File: src/rtl/axi_lite_cfg_sequencer_if.sv
// AXI4-Lite write path (AW/W/B) between the config sequencer and its slave.
interface axi_lite_cfg_sequencer_if #(
  parameter int ADDR_WIDTH = 32,
  parameter int DATA_WIDTH = 32
);
  logic [ADDR_WIDTH-1:0]   awaddr;
  logic [2:0]              awprot;
  logic                    awvalid;
  logic                    awready;
  logic [DATA_WIDTH-1:0]   wdata;
  logic [DATA_WIDTH/8-1:0] wstrb;
  logic                    wvalid;
  logic                    wready;
  logic [1:0]              bresp;
  logic                    bvalid;
  logic                    bready;

  modport master (
    output awaddr, awprot, awvalid, wdata, wstrb, wvalid, bready,
    input  awready, wready, bresp, bvalid
  );

  modport slave (
    input  awaddr, awprot, awvalid, wdata, wstrb, wvalid, bready,
    output awready, wready, bresp, bvalid
  );
endinterface

File: src/rtl/axi_lite_cfg_sequencer.sv
// Walks an (addr, data) table and writes each entry to one AXI4-Lite slave.
// Define CFG_SEQ_ABORT_ON_ERR_EN to end a run on the first non-OKAY response.
module axi_lite_cfg_sequencer #(
  parameter  int ADDR_WIDTH    = 32,
  parameter  int DATA_WIDTH    = 32,
  parameter  int MAX_ENTRIES   = 16,
  parameter  int ERR_CNT_WIDTH = 8,
  localparam int IDX_WIDTH     = $clog2(MAX_ENTRIES)
) (
  input  logic                     clk,
  input  logic                     rst,
  input  logic                     start,
  input  logic [IDX_WIDTH:0]       cfg_count,
  output logic [IDX_WIDTH-1:0]     tbl_idx,
  input  logic [ADDR_WIDTH-1:0]    tbl_addr,
  input  logic [DATA_WIDTH-1:0]    tbl_data,
  output logic                     busy,
  output logic                     done,
  output logic                     err,
  output logic [ERR_CNT_WIDTH-1:0] err_cnt,
  axi_lite_cfg_sequencer_if.master bus
);

`ifdef CFG_SEQ_ABORT_ON_ERR_EN
  localparam bit ABORT = 1'b1;
`else
  localparam bit ABORT = 1'b0;
`endif

  localparam logic [IDX_WIDTH:0] CNT_MAX = (IDX_WIDTH+1)'(MAX_ENTRIES);
  localparam logic [IDX_WIDTH:0] CNT_ONE = (IDX_WIDTH+1)'(1);

  typedef enum logic [2:0] {IDLE, FETCH, ISSUE, RESP, FIN} state_t;

  state_t             state, state_nxt;
  logic [IDX_WIDTH:0] cnt;
  logic               aw_done, w_done;

  logic aw_hs, w_hs, b_hs, b_err, cnt_bad, last, addr_ok;
  assign aw_hs   = bus.awvalid & bus.awready;
  assign w_hs    = bus.wvalid & bus.wready;
  assign b_hs    = bus.bvalid & bus.bready;
  assign b_err   = bus.bresp != 2'b00;
  // Bad count is judged on the latched value, so it resolves one cycle after start.
  assign cnt_bad = (cnt == '0) || (cnt > CNT_MAX);
  assign last    = {1'b0, tbl_idx} == (cnt - CNT_ONE);
  assign addr_ok = (aw_done | aw_hs) & (w_done | w_hs);

  always_ff @(posedge clk) begin
    if (rst) state <= IDLE;
    else     state <= state_nxt;
  end

  always_comb begin
    state_nxt = state;
    unique case (state)
      IDLE:    if (start) state_nxt = FETCH;
      FETCH:   state_nxt = cnt_bad ? FIN : ISSUE;
      ISSUE:   if (addr_ok) state_nxt = RESP;
      RESP:    if (b_hs) state_nxt = ((ABORT && b_err) || last) ? FIN : FETCH;
      FIN:     state_nxt = IDLE;
      default: state_nxt = IDLE;
    endcase
  end

  always_comb begin
    busy        = (state == FETCH) || (state == ISSUE) || (state == RESP);
    done        = state == FIN;
    bus.awvalid = (state == ISSUE) && !aw_done;
    bus.wvalid  = (state == ISSUE) && !w_done;
    bus.bready  = state == RESP;
    bus.awprot  = 3'b000;
    bus.wstrb   = '1;
  end

  always_ff @(posedge clk) begin
    if (rst) begin
      cnt        <= '0;
      tbl_idx    <= '0;
      aw_done    <= 1'b0;
      w_done     <= 1'b0;
      err        <= 1'b0;
      err_cnt    <= '0;
      bus.awaddr <= '0;
      bus.wdata  <= '0;
    end else begin
      unique case (state)
        IDLE: if (start) begin
          cnt     <= cfg_count;
          tbl_idx <= '0;
          err     <= 1'b0;
          err_cnt <= '0;
        end
        FETCH: begin
          aw_done <= 1'b0;
          w_done  <= 1'b0;
          if (!cnt_bad) begin
            bus.awaddr <= tbl_addr;
            bus.wdata  <= tbl_data;
          end
        end
        ISSUE: begin
          if (aw_hs) aw_done <= 1'b1;
          if (w_hs)  w_done  <= 1'b1;
        end
        RESP: if (b_hs) begin
          if (b_err) begin
            err <= 1'b1;
            if (err_cnt != '1) err_cnt <= err_cnt + ERR_CNT_WIDTH'(1);
          end
          // Index only advances into FETCH, so an aborted run keeps the failing index.
          if (state_nxt == FETCH) tbl_idx <= tbl_idx + IDX_WIDTH'(1);
        end
        default: ;
      endcase
    end
  end

endmodule

File: src/flat_wrapper.sv
// flat-port wrapper written by rule: the top's interface ports become plain ports
module axi_lite_cfg_sequencer_flat 
#(
  parameter  int ADDR_WIDTH    = 32,
  parameter  int DATA_WIDTH    = 32,
  parameter  int MAX_ENTRIES   = 16,
  parameter  int ERR_CNT_WIDTH = 8,
  localparam int IDX_WIDTH     = $clog2(MAX_ENTRIES)
)
  (clk, rst, start, cfg_count, tbl_idx, tbl_addr, tbl_data, busy, done, err, err_cnt, bus_awaddr, bus_awprot, bus_awvalid, bus_wdata, bus_wstrb, bus_wvalid, bus_bready, bus_awready, bus_wready, bus_bresp, bus_bvalid);
  axi_lite_cfg_sequencer_if #(.ADDR_WIDTH(ADDR_WIDTH), .DATA_WIDTH(DATA_WIDTH)) bus_i ();
  input  logic clk;
  input  logic rst;
  input  logic start;
  input  logic [IDX_WIDTH:0] cfg_count;
  output logic [IDX_WIDTH-1:0] tbl_idx;
  input  logic [ADDR_WIDTH-1:0] tbl_addr;
  input  logic [DATA_WIDTH-1:0] tbl_data;
  output logic busy;
  output logic done;
  output logic err;
  output logic [ERR_CNT_WIDTH-1:0] err_cnt;
  output wire logic [$bits(bus_i.awaddr)-1:0] bus_awaddr;
  output wire logic [$bits(bus_i.awprot)-1:0] bus_awprot;
  output wire logic [$bits(bus_i.awvalid)-1:0] bus_awvalid;
  output wire logic [$bits(bus_i.wdata)-1:0] bus_wdata;
  output wire logic [$bits(bus_i.wstrb)-1:0] bus_wstrb;
  output wire logic [$bits(bus_i.wvalid)-1:0] bus_wvalid;
  output wire logic [$bits(bus_i.bready)-1:0] bus_bready;
  input wire logic [$bits(bus_i.awready)-1:0] bus_awready;
  input wire logic [$bits(bus_i.wready)-1:0] bus_wready;
  input wire logic [$bits(bus_i.bresp)-1:0] bus_bresp;
  input wire logic [$bits(bus_i.bvalid)-1:0] bus_bvalid;
  assign bus_awaddr = bus_i.awaddr;
  assign bus_awprot = bus_i.awprot;
  assign bus_awvalid = bus_i.awvalid;
  assign bus_wdata = bus_i.wdata;
  assign bus_wstrb = bus_i.wstrb;
  assign bus_wvalid = bus_i.wvalid;
  assign bus_bready = bus_i.bready;
  assign bus_i.awready = bus_awready;
  assign bus_i.wready = bus_wready;
  assign bus_i.bresp = bus_bresp;
  assign bus_i.bvalid = bus_bvalid;
  axi_lite_cfg_sequencer #(.ADDR_WIDTH(ADDR_WIDTH), .DATA_WIDTH(DATA_WIDTH), .MAX_ENTRIES(MAX_ENTRIES), .ERR_CNT_WIDTH(ERR_CNT_WIDTH)) u_core (.clk(clk), .rst(rst), .start(start), .cfg_count(cfg_count), .tbl_idx(tbl_idx), .tbl_addr(tbl_addr), .tbl_data(tbl_data), .busy(busy), .done(done), .err(err), .err_cnt(err_cnt), .bus(bus_i));
endmodule
File: config.mk
export PLATFORM = sky130hd
export DESIGN_NAME = axi_lite_cfg_sequencer_flat
export DESIGN_NICKNAME = d
export VERILOG_FILES = /design/src/rtl/axi_lite_cfg_sequencer_if.sv /design/src/rtl/axi_lite_cfg_sequencer.sv /design/src/flat_wrapper.sv
export SDC_FILE = /design/constraint.sdc
export NUM_CORES = 1
export LEC_CHECK = 0
export BUFFER_PORTS_ARGS = -buffer_cell sky130_fd_sc_hd__buf_2
export CAP_MARGIN = 20
export CORE_MARGIN = 1
export CORE_UTILIZATION = 46
export DETAILED_ROUTE_END_ITERATION = 16
export GPL_TIMING_DRIVEN = 0
export HOLD_SLACK_MARGIN = 0.05
export PLACE_DENSITY = 0.83
export SYNTH_ARGS = -nofsm -noshare
export SYNTH_HDL_FRONTEND = slang
export SYNTH_SLANG_ARGS = --single-unit
File: constraint.sdc
create_clock -name clk -period 2 [get_ports clk]
set_input_delay 0.1 -clock clk [delete_from_list [all_inputs] [get_ports clk]]
set_output_delay 0.1 -clock clk [all_outputs]
set_load 0.03 [all_outputs]
==> impl_results.md, run 1 <==
* Outcome: finished, final reports clean
* Slowest cell on the critical path: dfxtp_2
* Clk_lat worst skew at 0.34 ns
* VDD IR max at 531 uV
* Design Area, Final at 5420 um2
* Drt initial violations at 160
* GPL Wtd Cong at 0.784
* Post-synth EDFFs at 0
* Fin crit share at 92.8%
* Port buffer count at 157
* Max Cap Viol at 0
* CP arrival at 2.13 ns
* Endpoints failing setup at 0
* Gr usage total at 26.1%
* Grt ovf at 0
* Floorplan Core Area at 7370 um2
* CTS tree: done
* Primary FF master, synth: dfxtp_1
* Area leader, netlist: dfxtp_1
* Share of the synthesized area in the top cell type at 48.8%
* Setup repair after global routing missed its margin: no
* Required time worst endpoint at 2.27 ns
* Post-Place Setup Slack at 0.0273 ns
* Slowest stage delay, CP at 0.36 ns
* Vias in the first global route at 3807
* Final setup margin at 0.145 ns
* Post-synth cell types at 42
* Pre-antenna DRT Iters at 4
* Die Y at 90.1 um
* Avg Cell Area, Syn at 8.11 um2
* Clk buf depth at 2
* Rows at 31
* Final hold vios at 0
* Num CTS Buffers at 9
* Layout cell share with drive strength beyond 1 at 30.3%
* Synthesized cell area at 3570 um2
* Final nets at 765
* Final wirelength at 10700 um
* Crit path cell chain: inv_1 -> ha_1 -> nor3b_2 -> xnor2_1 -> buf_4 -> and2_1 -> buf_6 -> buf_4 -> nand2_1 -> a21oi_2
* Ranking of synthesized cells by area: dfxtp_1 (49%), nand2_1 (14%), a21oi_1 (11%), buf_4 (3.4%), nor2_1 (2.5%)
* CTS clk-pin slew, worst paths at 0.08 ns
* Clk_skew at 0.00797 ns
* P&R area growth vs syn at 51.9%
* Kind of start point of the critical path: flip-flop
* Die ar. at 8120 um2
* First-pass GRT wire length at 17200 um
* Largest net degree at the start of global routing at 14
* Area after DPL at 4500 um2
* Via count at 3903
* ANT nets after route at 0
* Remaining DRCs at 0
* N_diodes at 0
* Tmin final at 1.86 ns
* Critical path's most frequent cell: buf_4
* Pleak at 0.00243 uW
* Setup TNS at 0 ns
* Crit path kind: flip-flop to flip-flop
* Share of synthesized registers carrying an async set or reset at 0%
* Critical-path maximum fanout at 10
* Fmax at 539 MHz
* Flop2flop setup slack at 0.14 ns
* Worst rel slew slack at 62.8%
* Die width at 90.1 um
* DP HPWL at 6620 um
* Htree depth at 3
* WL per Instance at 13.6 um
* Synth warn at 0
* Syn Inst Count at 440
* Root Driver: clkbuf_8
* Max Slew Vio Count at 0
* Register bit count reported by yosys at 87
* Crit end category: flip-flop
* HP Class: input port to flip-flop
* Vias per cell at 4.97
* Starting density of the core at 48.4%
* Power density cells at 777 nW/um2
* Tightest Pin Transition at 0.557 ns
* Initial antenna violation count at 0
* Sink Count at 87
* Ports at 166
* Seq/Total Area, Yosys at 48.8%
==> cell usage after synthesis, types with 2 or more instances <==
| master | n |
|---|---|
| nand3_1 | 7 |
| and2_1 | 2 |
| nand3b_1 | 2 |
| buf_2 | 9 |
| o21ai_0 | 5 |
| nor3b_1 | 4 |
| inv_1 | 4 |
| ha_1 | 4 |
| conb_1 | 2 |
| mux2i_1 | 4 |
| nand2b_1 | 2 |
| nand2_1 | 135 |
| a21oi_1 | 75 |
| xnor2_1 | 10 |
| o21a_1 | 3 |
| nor4_1 | 3 |
| or2_2 | 2 |
| dfxtp_1 | 87 |
| nor3_1 | 9 |
| buf_4 | 16 |
| nor2_1 | 24 |
| xor2_1 | 2 |
| clkbuf_1 | 10 |
==> final timing paths <==
check	from	end	cells after the start
max reg2reg	u_core.cnt[0]	u_core.bus.awaddr[28]	10
max	u_core.cnt[0]	u_core.bus.awaddr[28]	10
min reg2reg	u_core.bus.wdata[12]	u_core.bus.wdata[12]	2
min	bus_bvalid	u_core.state[1]	4
==> placed cells by master (no fill, tap or decap), drive strengths merged, types with 2 or more instances in the layout <==
| cell | netlist | final |
|---|---|---|
| ha | 4 | 4 |
| nand2b | 2 | 2 |
| o21a | 3 | 3 |
| nor4b | 2 | 2 |
| a21oi | 76 | 76 |
| nand2 | 136 | 136 |
| and2 | 2 | 2 |
| conb | 2 | 7 |
| xor2 | 2 | 2 |
| nor4 | 3 | 3 |
| nor3b | 4 | 4 |
| bufinv | 0 | 2 |
| xnor2 | 10 | 10 |
| or2 | 2 | 2 |
| nand3b | 2 | 2 |
| inv | 4 | 4 |
| buf | 25 | 184 |
| mux2i | 4 | 4 |
| clkbuf | 10 | 20 |
| nand3 | 7 | 7 |
| o21ai | 5 | 5 |
| nor2 | 24 | 24 |
| dlygate4sd3 | 0 | 69 |
| nor3 | 10 | 10 |
| dfxtp | 87 | 87 |
==> per-layer routing <==
metal  vias up  global-route usage [%]  wire length, um
met5         -                       0                0
met4         0                    13.2              364
met3        41                    5.25              543
met2       152                    49.0             5510
met1      1788                    27.4             4240
li1       1922                       -                -
==> worst max-delay path: cells and delay by family, from the launching register on <==
kind / cells / cell delay (ns)
compound gates: 1 / 0.15
buf+inv: 4 / 0.55
fa+ha+maj: 1 / 0.19
simple gates: 3 / 0.37
flops: 1 / 0.36
xor+xnor: 1 / 0.15
==> report_power, final <==
part           switching, uW  internal, uW
Combinational            609           411
Sequential              69.3          1840
Clock                    597           689
Total                   1280          2940
==> cells by family (layout without fill, tap and decap cells) <==
| family | count (synthesis) | in the layout | synth area share (%) |
|---|---|---|---|
| flip-flops | 87 | 87 | 48.8 |
| AO/OA/AOI/OAI | 91 | 91 | 14.4 |
| XOR/XNOR | 12 | 12 | 2.94 |
| buffers and inverters | 39 | 281 | 6.10 |
| other | 2 | 7 | 0.210 |
| multiplexers | 4 | 4 | 1.12 |
| adder cells (fa/ha/maj) | 4 | 4 | 1.40 |
| AND/OR/NAND/NOR | 201 | 201 | 25.0 |
==> flip-flops by register name, summed over array words and instances, names as in the netlist <==
name / flops
u_core.bus.awaddr: 32
u_core.state: 3
u_core.cnt: 5
u_core.tbl_idx: 4
u_core.aw_done: 1
u_core.w_done: 1
u_core.bus.wdata: 32
u_core.err: 1
u_core.err_cnt: 8
==> per-stage QoR <==
stage	utilization, %	hold WS, ns	instances	power (uW)
after floorplan	-	0.236	445	2540
after global placement	61.0	0.327	701	2790
after detailed placement	61.0	0.331	701	2810
after CTS	73.3	0.127	786	4210
after global routing	73.6	0.170	786	4400
final	73.6	0.156	786	4210
==> final cells by class <==
class                           count  area [um2]
Timing Repair Buffer              228        1490
Multi-Input combinational cell    319        1640
Tap cell                           99         124
Clock buffer                       10         128
Fill cell                         544        1950
Sequential cell                    87        1740
Inverter                            4        15.0
Buffer                             35         210
Clock inverter                      4        72.6
==> repair_timing <==
item | 4_1_cts | 5_1_grt
hold buffers | 69 | 0
gates resized for setup | 0 | 5
pin swaps | 1 | 0
endpoints found under the setup margin | 1 | 57
buffers inserted | 2 | 0
endpoints found under the hold margin | 69 | 0
Power figures use the tool's default switching activity.
==> run 2, diff against run 1 <==
--- a/config.mk
+++ b/config.mk
@@ -8,11 +8,11 @@
 export BUFFER_PORTS_ARGS = -buffer_cell sky130_fd_sc_hd__buf_2
 export CAP_MARGIN = 20
 export CORE_MARGIN = 1
-export CORE_UTILIZATION = 46
+export CORE_UTILIZATION = 42
 export DETAILED_ROUTE_END_ITERATION = 16
 export GPL_TIMING_DRIVEN = 0
 export HOLD_SLACK_MARGIN = 0.05
-export PLACE_DENSITY = 0.83
+export PLACE_DENSITY = 0.8
 export SYNTH_ARGS = -nofsm -noshare
 export SYNTH_HDL_FRONTEND = slang
 export SYNTH_SLANG_ARGS = --single-unit
==> constraint.sdc (replaced) <==
create_clock -name clk -period 1.7 [get_ports clk]
set_input_delay 0.085 -clock clk [delete_from_list [all_inputs] [get_ports clk]]
set_output_delay 0.085 -clock clk [all_outputs]
set_load 0.03 [all_outputs]
==> impl_results.md, run 2 (synthesized netlist as in run 1, its figures left out) <==
* Outcome: complete, but fails checks
* Failing checks: setup timing
* Num CTS Buffers at 9
* Clk buf depth at 2
* Initial antenna violation count at 0
* ANT nets after route at 0
* GPL Wtd Cong at 0.784
* M1 wire length at 4820 um
* Floorplan Core Area at 8220 um2
* Kind of start point of the critical path: flip-flop
* Max Cap Viol at 0
* First-pass GRT wire length at 17700 um
* Commonest cells after routing, fill and taps aside: buf_2 (159), nand2_1 (116), dfxtp_1 (82), dlygate4sd3_1 (69), a21oi_2 (42)
* Final nets at 787
* Clk_skew at 0.0105 ns
* Pwr Total at 5160 uW
* Via count at 4072
* Largest registers: u_core.bus.awaddr (32), u_core.bus.wdata (32), u_core.err_cnt (8)
* Gr usage total at 25.7%
* Vias per cell at 4.99
* Die Y at 94.2 um
* Fin Hold WS at 0.133 ns
* Rows at 33
* Remaining DRCs at 0
* Die ar. at 8870 um2
* Ports at 166
* Grt ovf at 0
* CTS clk-pin slew, worst paths at 0.09 ns
* Sink Count at 87
* Uppermost layer routed: met4
* Die width at 94.2 um
* Commonest non-fill, non-tap cell in the layout: buf_2
* Largest net degree at the start of global routing at 16
* HP Class: input port to flip-flop
* Pleak at 0.00273 uW
* Layout cell share with drive strength beyond 1 at 43.9%
* Vias in the first global route at 3920
* Crit. Startpoint: u_core.cnt[1]
* Crit end category: flip-flop
* Pre-antenna DRT Iters at 4
* VDD IR max at 553 uV
* Port buffer count at 157
* Tightest Pin Transition at 0.680 ns
* DP HPWL at 6550 um
* Max Slew Vio Count at 0
* R2R Path Start: u_core.cnt[1]
* CP arrival at 2.10 ns
* Wire length on met3 at 688 um
* Crit path kind: flip-flop to flip-flop
* CTS tree: done
* Setup repair after global routing missed its margin: yes
* Fin crit share at 109%
* Drt initial violations at 142
* Htree depth at 3
* Starting density of the core at 43.4%
* Worst rel slew slack at 54.7%
* Fmax at 541 MHz
* Clk_lat worst skew at 0.35 ns
* Hold path start: bus_awready
* Final wirelength at 12300 um
* P&R area growth vs syn at 70.8%
* DR WL met2 at 6470 um
* N_diodes at 0
* Fill count at 563
* Final hold vios at 0
* Power density cells at 846 nW/um2
* Required time worst endpoint at 1.95 ns
* Multi-input logic area at 2010 um2
* Root Driver: clkbuf_8
* Tmin final at 1.85 ns
* Endpoints failing setup at 48
* Critical-path maximum fanout at 4
* Sequential cell area at 1750 um2
* Final setup margin at -0.149 ns
* WL per Instance at 15.1 um
* Post-Place Setup Slack at -0.243 ns
run 2: worst paths after layout:
check | end | slack (ns) | depth (start not counted)
worst max-delay path | u_core.tbl_idx[0] | -0.15 | 8
worst min register to register | u_core.bus.wdata[0] | 0.46 | 2
worst max register to register | u_core.tbl_idx[0] | -0.15 | 8
worst min-delay path | u_core.aw_done | 0.13 | 4
run 2: worst max-delay path, stage by stage, from the launching register on:
cell	delay [ns]
dfxtp_2	0.37
inv_4	0.06
ha_4	0.18
nand3b_1	0.22
a21oi_2	0.26
o311ai_4	0.12
buf_4	0.17
buf_4	0.13
a32o_1	0.23
run 2: layout make-up:
cell class,instances,share of cell area (%)
multi-input combinational,320,32.9
sequential,87,28.7
timing repair buffer,249,28.3
buffer,35,4.54
clock buffer,11,2.48
tap,105,2.15
clock inverter,5,0.677
inverter,4,0.328
run 2: metal layers:
| layer | GRT usage (%) | vias to the layer above |
|---|---|---|
| met5 | 0 | - |
| met3 | 5.99 | 35 |
| met2 | 46.9 | 157 |
| met4 | 11.5 | 0 |
| met1 | 27.8 | 1900 |
| li1 | - | 1980 |
run 2: where the power goes:
group / internal (uW) / leakage (uW) / switching, uW
sequential: 2160 / 0.000707 / 91.3
clock: 622 / 0.0000922 / 764
combinational: 668 / 0.00193 / 851
total: 3450 / 0.00273 / 1710
run 2: per-stage QoR:
step           TNS [ns]  instances  cell area [um2]  util [%]
2_1_floorplan         0        445             3590         -
3_3_place_gp      -9.64        707             4510      54.8
3_5_place_dp     -13.43        707             4510      54.8
4_1_cts          -0.241        806             5630      68.5
5_1_grt           -6.77        816             6100      74.2
6_report          -1.32        816             6100      74.2
run 2: repair_timing:
item / CTS / global route
pin swaps: 11 / 36
cloned: 4 / 4
hold endpoints to repair: 69 / 0
buffers inserted: 10 / 6
hold buffers: 69 / 0
setup endpoints to repair: 77 / 78
gates resized for setup: 38 / 94
==> run 3, diff against run 2 <==
--- a/config.mk
+++ b/config.mk
@@ -10,7 +10,6 @@
 export CORE_MARGIN = 1
 export CORE_UTILIZATION = 42
 export DETAILED_ROUTE_END_ITERATION = 16
-export GPL_TIMING_DRIVEN = 0
 export HOLD_SLACK_MARGIN = 0.05
 export PLACE_DENSITY = 0.8
 export SYNTH_ARGS = -nofsm -noshare
==> impl_results.md, run 3 (synthesized netlist as in run 1, its figures left out) <==
* Grt ovf at 0
* Num CTS Buffers at 9
* Vias in the first global route at 3611
* Crit end category: flip-flop
* Core Util, Final at 70.0%
* Crit path cell chain: inv_4 -> ha_4 -> nand4b_1 -> a21oi_2 -> o311ai_4 -> buf_4 -> nand3_4 -> mux2i_1
* Ports at 166
* Kind of start point of the critical path: flip-flop
* Final wirelength at 11800 um
* Final hold vios at 0
* CP arrival at 1.99 ns
* First-pass GRT wire length at 16300 um
* Worst rel slew slack at 64.8%
* WP buf/inv at 2
* Drt initial violations at 162
* Post-Place Setup Slack at -0.0957 ns
* Gr usage total at 23.4%
* Max Cap Viol at 0
* CTS tree: done
* Pre-antenna DRT Iters at 4
* Pleak at 0.00254 uW
* Commonest cells after routing, fill and taps aside: buf_2 (157), nand2_1 (121), dfxtp_1 (85), dlygate4sd3_1 (69), a21oi_1 (43)
* Uppermost layer routed: met4
* P&R area growth vs syn at 61.2%
* Remaining DRCs at 0
* Sink Count at 87
* Starting density of the core at 43.4%
* HP Class: input port to flip-flop
* ANT nets after route at 0
* Clk_lat worst skew at 0.35 ns
* Setup repair after global routing missed its margin: yes
* Layout cell share with drive strength beyond 1 at 39.4%
* WL per Instance at 15.0 um
* CTS clk-pin slew, worst paths at 0.09 ns
* Largest net degree at the start of global routing at 48
* Clk buf depth at 2
* Tightest Pin Transition at 0.529 ns
* Floorplan Core Area at 8220 um2
* Outcome: complete, but fails checks
* Clk_skew at 0.0144 ns
* DR WL met2 at 6180 um
* Slowest stage delay, CP at 0.43 ns
* Via count at 3956
* M1 wire length at 4570 um
* Htree depth at 3
* Critical-path maximum fanout at 6
* Wire length on met3 at 634 um
* GPL Wtd Cong at 0.792
* Fin crit share at 103%
* Root Driver: clkbuf_8
* Final nets at 754
* Power density cells at 863 nW/um2
* Kind of cell adding the most delay to the critical path: compound AO/OA/AOI/OAI gates
* VDD IR max at 566 uV
* Final setup margin at -0.0445 ns
* N_diodes at 0
* Max Slew Vio Count at 0
* Initial antenna violation count at 0
* Largest registers: u_core.bus.awaddr (32), u_core.bus.wdata (32), u_core.err_cnt (8)
* Slowest cell on the critical path: o311ai_4
* Vias per cell at 5.05
* Required time worst endpoint at 1.94 ns
* Commonest non-fill, non-tap cell in the layout: buf_2
* Port buffer count at 158
* Failing checks: setup timing
* Tmin final at 1.74 ns
* Die Y at 94.2 um
* Fin Hold WS at 0.142 ns
* Die ar. at 8870 um2
* Endpoints failing setup at 5
* Fmax at 573 MHz
* Die width at 94.2 um
* DP HPWL at 6070 um
* Crit path kind: flip-flop to flip-flop
* Rows at 33
-- run 3: through the flow --
step	instances	total power, uW	TNS, ns	area, um2
after CTS	778	4800	-0.0327	5410
after floorplan	445	2990	0	3590
after detailed placement	690	3320	-1.37	4470
after global placement	690	3290	0	4470
final	783	4970	-0.0732	5760
after global routing	783	5190	-4.35	5760
-- run 3: final timing paths --
check | startpoint | end | slack [ns] | depth (start not counted)
max | u_core.cnt[0] | u_core.tbl_idx[3] | -0.04 | 8
min | bus_awready | u_core.aw_done | 0.14 | 4
max reg2reg | u_core.cnt[0] | u_core.tbl_idx[3] | -0.04 | 8
min reg2reg | u_core.bus.wdata[5] | u_core.bus.wdata[5] | 0.46 | 2
-- run 3: power by group --
part | internal [uW] | switching (uW) | total (uW)
clock | 583 | 764 | 1350
sequential | 2160 | 86.0 | 2250
combinational | 565 | 809 | 1370
-- run 3: layout make-up --
cell class              instances  area (um2)
flip-flops and latches         87        1740
clock inverters                 5        41.3
repair buffers                252        1760
inverters                       4        20.0
clock buffers                  11         141
fillers                       611        2460
well taps                     105         131
multi-input cells             319        1920
-- run 3: tightest hold or removal path: cells and delay by family --
family / cells / cell delay (ns)
AOI/OAI and AO/OA: 2 / 0.22
and+or+nand+nor: 1 / 0.03
buffers and inverters: 1 / 0.11
-- run 3: metal layers --
layer | track usage [%] | vias to the layer above
met5 | 0 | -
met4 | 11.0 | 0
met3 | 5.83 | 36
met2 | 41.8 | 169
met1 | 25.8 | 1844
li1 | - | 1907
-- run 3: repair_timing --
| item | CTS | global route |
|---|---|---|
| endpoints found under the hold margin | 69 | 0 |
| hold buffers | 69 | 0 |
| setup endpoints to repair | 70 | 70 |
| resized for setup | 11 | 66 |
| gates cloned | 0 | 3 |
| setup buffers | 3 | 2 |
| pin swaps | 3 | 13 |
